[config.mk]
export PLATFORM = sky130hd
export DESIGN_NAME = gate_tester
export DESIGN_NICKNAME = d
export VERILOG_FILES = /design/src/rtl/gate_tester.sv
export SDC_FILE = /design/constraint.sdc
export NUM_CORES = 1
export LEC_CHECK = 0
export CAP_MARGIN = 40
export CELL_PAD_IN_SITES_DETAIL_PLACEMENT = 0
export CELL_PAD_IN_SITES_GLOBAL_PLACEMENT = 2
export CORE_ASPECT_RATIO = 1.4
export CORE_MARGIN = 2
export CORE_UTILIZATION = 33
export DETAILED_ROUTE_END_ITERATION = 12
export PLACE_DENSITY = 0.86
export SYNTH_ARGS = -nofsm -noshare
export SYNTH_HDL_FRONTEND = slang
export SYNTH_SLANG_ARGS = --single-unit
[constraint.sdc]
create_clock -name clk -period 3.4 [get_ports clk]
set_clock_uncertainty 0.2 [all_clocks]
set_input_delay 0.68 -clock clk [delete_from_list [all_inputs] [get_ports clk]]
set_output_delay 0.68 -clock clk [all_outputs]
set_load 0.03 [all_outputs]
[src/rtl/gate_tester.sv]
// gate_tester: sequences {a,b} = 00,01,10,11 into a 2-input combinational gate,
// samples its output after a settle window and reports a fail mask and pass/done.
module gate_tester #(
  parameter logic [3:0]  EXPECT_TT     = 4'b1000,
  parameter int unsigned SETTLE_CYCLES = 2
) (
  input  logic       clk,
  input  logic       rst,
  input  logic       start,
  output logic       a_out,
  output logic       b_out,
  input  logic       y_in,
  output logic       busy,
  output logic       done,
  output logic       pass,
  output logic [3:0] fail_mask,
  output logic [1:0] vec_idx
);

  localparam int unsigned CNT_W = 4;
  localparam logic [CNT_W-1:0] SETTLE_LAST = CNT_W'(SETTLE_CYCLES - 1);

  typedef enum logic [1:0] {
    IDLE   = 2'd0,
    SETTLE = 2'd1,
    SAMPLE = 2'd2,
    DONE   = 2'd3
  } state_t;

  state_t           state_q, state_d;
  logic [CNT_W-1:0] cnt_q, cnt_d;
  logic [1:0]       idx_q, idx_d;
  logic [3:0]       mask_q, mask_d;
  logic             busy_q, busy_d;
  logic             done_q, done_d;
  logic             pass_q, pass_d;

  // State and output registers; the vector index doubles as the {a,b} drive.
  always_ff @(posedge clk) begin
    if (rst) begin
      state_q <= IDLE;
      cnt_q   <= '0;
      idx_q   <= '0;
      mask_q  <= '0;
      busy_q  <= 1'b0;
      done_q  <= 1'b0;
      pass_q  <= 1'b0;
    end else begin
      state_q <= state_d;
      cnt_q   <= cnt_d;
      idx_q   <= idx_d;
      mask_q  <= mask_d;
      busy_q  <= busy_d;
      done_q  <= done_d;
      pass_q  <= pass_d;
    end
  end

  // Next-state and next-output logic; outputs are computed here and registered above.
  always_comb begin
    state_d = state_q;
    cnt_d   = cnt_q;
    idx_d   = idx_q;
    mask_d  = mask_q;
    busy_d  = busy_q;
    done_d  = 1'b0;
    pass_d  = pass_q;
    case (state_q)
      IDLE: begin
        busy_d = 1'b0;
        if (start) begin
          mask_d  = '0;
          pass_d  = 1'b0;
          idx_d   = '0;
          cnt_d   = '0;
          busy_d  = 1'b1;
          state_d = SETTLE;
        end
      end
      SETTLE: begin
        // Counter saturates at its last value so it never exceeds SETTLE_CYCLES-1.
        if (cnt_q == SETTLE_LAST) begin
          state_d = SAMPLE;
        end else begin
          cnt_d = cnt_q + CNT_W'(1);
        end
      end
      SAMPLE: begin
        if (y_in != EXPECT_TT[idx_q]) begin
          mask_d[idx_q] = 1'b1;
        end
        if (idx_q != 2'd3) begin
          idx_d   = idx_q + 2'd1;
          cnt_d   = '0;
          state_d = SETTLE;
        end else begin
          // pass uses the mask including this final sample.
          done_d  = 1'b1;
          pass_d  = (mask_d == 4'b0000);
          state_d = DONE;
        end
      end
      DONE: begin
        busy_d  = 1'b0;
        state_d = IDLE;
      end
      default: begin
        state_d = IDLE;
      end
    endcase
  end

  assign a_out     = idx_q[1];
  assign b_out     = idx_q[0];
  assign vec_idx   = idx_q;
  assign fail_mask = mask_q;
  assign busy      = busy_q;
  assign done      = done_q;
  assign pass      = pass_q;

endmodule

==> metrics, run 1 <==
fin cells=152; clk buf depth=2; Worst-Skew Late Latency=0.28 ns; combinational power share=45.3%; total grt overflow=0; max-cap violation count=0; P_sw=0.000242 W; Synth Area in Adders=16.4%; Post-Synth Simple-Gate Area=23.1%; Synth warnings=0; relative slew slack=75.3%; clock root buffer=clkbuf_4; endpoints failing setup=0; Reg power frac=37.7%; clock power share=17.1%; top cell family by delay on the critical path=buffers and inverters; crit share post-route=70.0%; initial core utilization=34.6%; Fin. Hold Viols=0; largest family of logic cells by synthesized area=simple AND/OR/NAND/NOR gates; average wire per standard cell=12.0 um; die span in y=66.3 um; xor-xnor portion of the synthesized cell area=0.958%; portion of netlist area occupied by mux cells=1.09%; DR pass1 iterations=4; Synth Register Bits=15; CP Max Fanout=9; startpoint types=flip-flop; Placer Congestion=0.783; HP Class=flip-flop to flip-flop; crit path capture type=output pin; row cnt=22; setup tns final=0 ns; Vias=735; clock net sink count=15; switch share=40.3%; CTS tree=yes; setup bufs post-CTS=0; Post-synth top cells=dfxtp_1, ha_1, a21oi_1; asr flop ratio synth=0%; first-pass GRT wire length=3.12 mm; Final Max Tran Viols=0; WP data arrival=1.50 ns; Final #Nets=133; Yosys cell types=35; Compound-Gate Fraction of Synth Area=18.2%; final total power=0.000600 W; crit path time final=2.38 ns; Cell Pwr Density=545 mW/mm^2; area of the die=0.00321 mm^2; Starting DRT DRC Count=10; DIE WIDTH=48.5 um; WS Path Type=flip-flop to output pin; cells after synthesis=102; core area=0.00264 mm^2; worst vdd ir=0.264 mV; # IOs=15; status=completed; Final Core Density=41.6%; DRC=0; Buf/Inv on CP=1; count leader, synth=dfxtp_1; post-synth net total=118; Post-synth EDFFs=0; cell taking the most area after synthesis=dfxtp_1; worst slack, placed=1.01 ns; Final Worst Setup Slack=1.02 ns; H-Tree Depth=1; FMAX=0.420 GHz; vias in the first global route=715; Syn Std Cell Area=915 um^2; clk slew on worst S/H paths=0.09 ns; Resize count post-CTS=0; Num CTS Buffers=3; number of port buffers=14; Post-Syn Area per Cell=8.97 um^2; WP data required=2.52 ns; Final ANT Viol Nets=0; Most used DFF post-synth=dfxtp_1; total placed cells including tap cells=148; Least-Margin Pin Slew=0.369 ns; Vias/cell=4.84; internal power=0.000358 W; post-synth top area share=32.8%; Leak Pwr=0.419 nW; share of layout cells above drive strength 1=9.48%; ranking of synthesized cells by area=dfxtp_1, ha_1, a21oi_1; register area share after synthesis=32.8%; Cell Chain, Critical Path=clkdlybuf4s50_1; Global Route Usage Sum=12.8%; ANT cells=0; Area growth syn-to-layout=20.2%; slowest CP cell=clkdlybuf4s50_1; post-cts hold buffer count=0; initial antenna violation count=0; DP HPWL=1.39 mm; CP max stage delay=0.73 ns; largest net degree at the start of global routing=20; post-detailed-routing wire length=1.82 mm; RSZ-0062 raised after global routing=no
==> power groups by stage <==
stage               combinational (W)  clock [W]  sequential (W)
floorplan                    0.000203          0        0.000240
global placement             0.000270          0        0.000228
detailed placement           0.000275          0        0.000230
CTS                          0.000276   0.000110        0.000226
global route                 0.000304   0.000117        0.000232
finish                       0.000272   0.000102        0.000226
==> kinds of logic (layout without fill, tap and decap cells) <==
| family | Yosys count | in the layout |
|---|---|---|
| XOR/XNOR | 1 | 1 |
| AO/OA/AOI/OAI | 25 | 25 |
| adder cells (fa/ha/maj) | 12 | 12 |
| flip-flops | 15 | 15 |
| multiplexers | 1 | 1 |
| AND/OR/NAND/NOR | 34 | 34 |
| buffers and inverters | 14 | 28 |
==> placed cells by master, fill, tap and decap left out, types with 2 or more instances in the layout <==
cell,count
dfxtp_1,15
clkdlybuf4s50_1,14
ha_1,12
a21oi_1,10
inv_1,9
nor2_1,8
nor3b_1,4
nand2_1,4
o21ai_0,3
a22oi_1,3
clkbuf_4,3
or4_1,2
or2_2,2
a211oi_1,2
and2_1,2
or3_1,2
nand2b_1,2
==> area by class of cell <==
cell class	count	area, um^2
clock buffer	4	26.3
timing repair buffer	15	148
sequential	15	300
fill	283	1540
tap	36	45.0
inverter	9	33.8
multi-input combinational	73	547
==> registers in the layout (all words and copies together) (netlist names) <==
name / cells
cnt_q: 4
done: 1
fail_mask: 4
busy: 1
state_q: 2
pass: 1
vec_idx: 2
==> worst paths after layout <==
kind,from,to,slack [ns],cells past startpoint
worst max register to register,state_q[0],cnt_q[3],1.39,6
worst min-delay path,fail_mask[2],fail_mask[2],0.29,2
worst max-delay path,vec_idx[0],b_out,1.02,1
worst min register to register,fail_mask[2],fail_mask[2],0.29,2
==> metal layers <==
metal | vias up | track usage (%) | wire (um)
li1 | 385 | - | -
met5 | - | 0 | 0
met1 | 337 | 14.2 | 801
met3 | 4 | 2.04 | 47
met2 | 9 | 22.6 | 937
met4 | 0 | 8.57 | 35
==> through the flow <==
step                hold WS (ns)  instance area, um^2
CTS                        0.296                 1100
global route               0.337                 1100
global placement           0.272                 1070
floorplan                  0.258                  915
finish                     0.292                 1100
detailed placement         0.281                 1070
No activity file was read; power rests on OpenSTA's default activity.
==> run 2: changes to the inputs <==
CORE_UTILIZATION = 28   (was 33)
PLACE_DENSITY = 0.78   (was 0.86)
clock period = 1.96 ns   (was 3.4 ns; I/O delays follow)
==> metrics, run 2 (synthesis gave the netlist of run 1 again) <==
status=completed; startpoint types=flip-flop; Cell Pwr Density=996 mW/mm^2; top cell family by delay on the critical path=buffers and inverters; CP max stage delay=0.68 ns; crit path capture type=output pin; H-Tree Depth=1; fin cells=162; WS Path Type=flip-flop to output pin; Leak Pwr=0.481 nW; Num CTS Buffers=3; worst vdd ir=0.636 mV; vias in the first global route=756; Buf/Inv on CP=1; Cell Chain, Critical Path=clkdlybuf4s50_1; Final #Nets=140; share of layout cells above drive strength 1=14.6%; crit path time final=1.88 ns; commonest cells after routing, fill and taps aside=dfxtp_1, ha_1, a21oi_1, clkdlybuf4s50_1, inv_1; most common cell after layout, fill and taps aside=dfxtp_1; area of the die=0.00375 mm^2; clock net sink count=15; row cnt=24; CTS tree=yes; WP data required=1.37 ns; DIE WIDTH=52.3 um; initial core utilization=29.3%; placed cell areas=0.00113 mm^2; endpoints failing setup=0; worst hold slack=0.291 ns; Final ANT Viol Nets=0; CP Max Fanout=3; core area=0.00312 mm^2; Vias/cell=4.67; Final Max Tran Viols=0; Global Route Usage Sum=11.7%; average wire per standard cell=11.8 um; relative slew slack=78.3%; first-pass GRT wire length=3.35 mm; number of port buffers=14; RSZ-0062 raised after global routing=no; Vias=757; ANT cells=0; clock root buffer=clkbuf_8; final instance area=0.00117 mm^2; Fin. Hold Viols=0; Least-Margin Pin Slew=0.325 ns; clk slew on worst S/H paths=0.06 ns; Starting DRT DRC Count=4; clk buf depth=2; Worst-Skew Late Latency=0.25 ns; largest net degree at the start of global routing=19; FMAX=0.531 GHz; DR pass1 iterations=4; die span in y=71.6 um; slowest CP cell=clkdlybuf4s50_1; WP data arrival=1.29 ns; post-cts hold buffer count=0; post-detailed-routing wire length=1.92 mm; crit share post-route=96.0%; total grt overflow=0; DRC=0; HP Class=flip-flop to flip-flop; Area growth syn-to-layout=27.9%; initial antenna violation count=0; total placed cells including tap cells=158; DP HPWL=1.51 mm; Placer Congestion=0.807; # IOs=15; max-cap violation count=0
==> run 2: layer usage <==
| layer | vias to the layer above | track usage [%] | wire (um) |
|---|---|---|---|
| met5 | - | 0 | 0 |
| li1 | 396 | - | - |
| met1 | 343 | 14.2 | 868 |
| met3 | 4 | 1.88 | 54 |
| met2 | 14 | 19.4 | 958 |
| met4 | 0 | 5.98 | 37 |
==> run 2: path summary, 6_finish.rpt <==
kind | cells past startpoint | start | slack [ns] | to
min reg2reg | 2 | fail_mask[2] | 0.29 | fail_mask[2]
min | 2 | fail_mask[2] | 0.29 | fail_mask[2]
max | 1 | fail_mask[3] | 0.08 | fail_mask[3]
max reg2reg | 6 | state_q[0] | 0.21 | cnt_q[3]
==> run 2: stage by stage <==
stage          setup TNS [ns]  setup WS [ns]  utilization, %  power, W
2_1_floorplan               0          0.147               -  0.000767
3_3_place_gp         -0.00178       -0.00178            36.2  0.000928
3_5_place_dp          -0.0230        -0.0230            36.2  0.000929
4_1_cts                     0         0.0662            37.5   0.00118
5_1_grt                     0         0.0426            37.5   0.00125
6_report                    0         0.0779            37.5   0.00117
==> run 2: layout make-up <==
class | instances | area (um^2)
timing repair buffer | 22 | 195
tap | 39 | 48.8
sequential | 15 | 300
multi-input combinational | 73 | 547
clock buffer | 4 | 45.0
fill | 338 | 1950
inverter | 9 | 33.8
==> run 2: timing repair <==
item / 4_1_cts / 5_1_grt
resized for setup: 4 / 0
endpoints found under the setup margin: 4 / 0
buffers inserted: 0 / 0
==> run 2: worst min-delay path, cell delays in order (launching register included) <==
cell      delay (ns)
dfxtp_1         0.32
nand2_1         0.06
a211oi_1        0.06
==> run 2: power breakdown <==
group          switching (W)  internal, W
clock network       0.000112     0.000144
registers          0.0000310     0.000344
logic               0.000295     0.000238
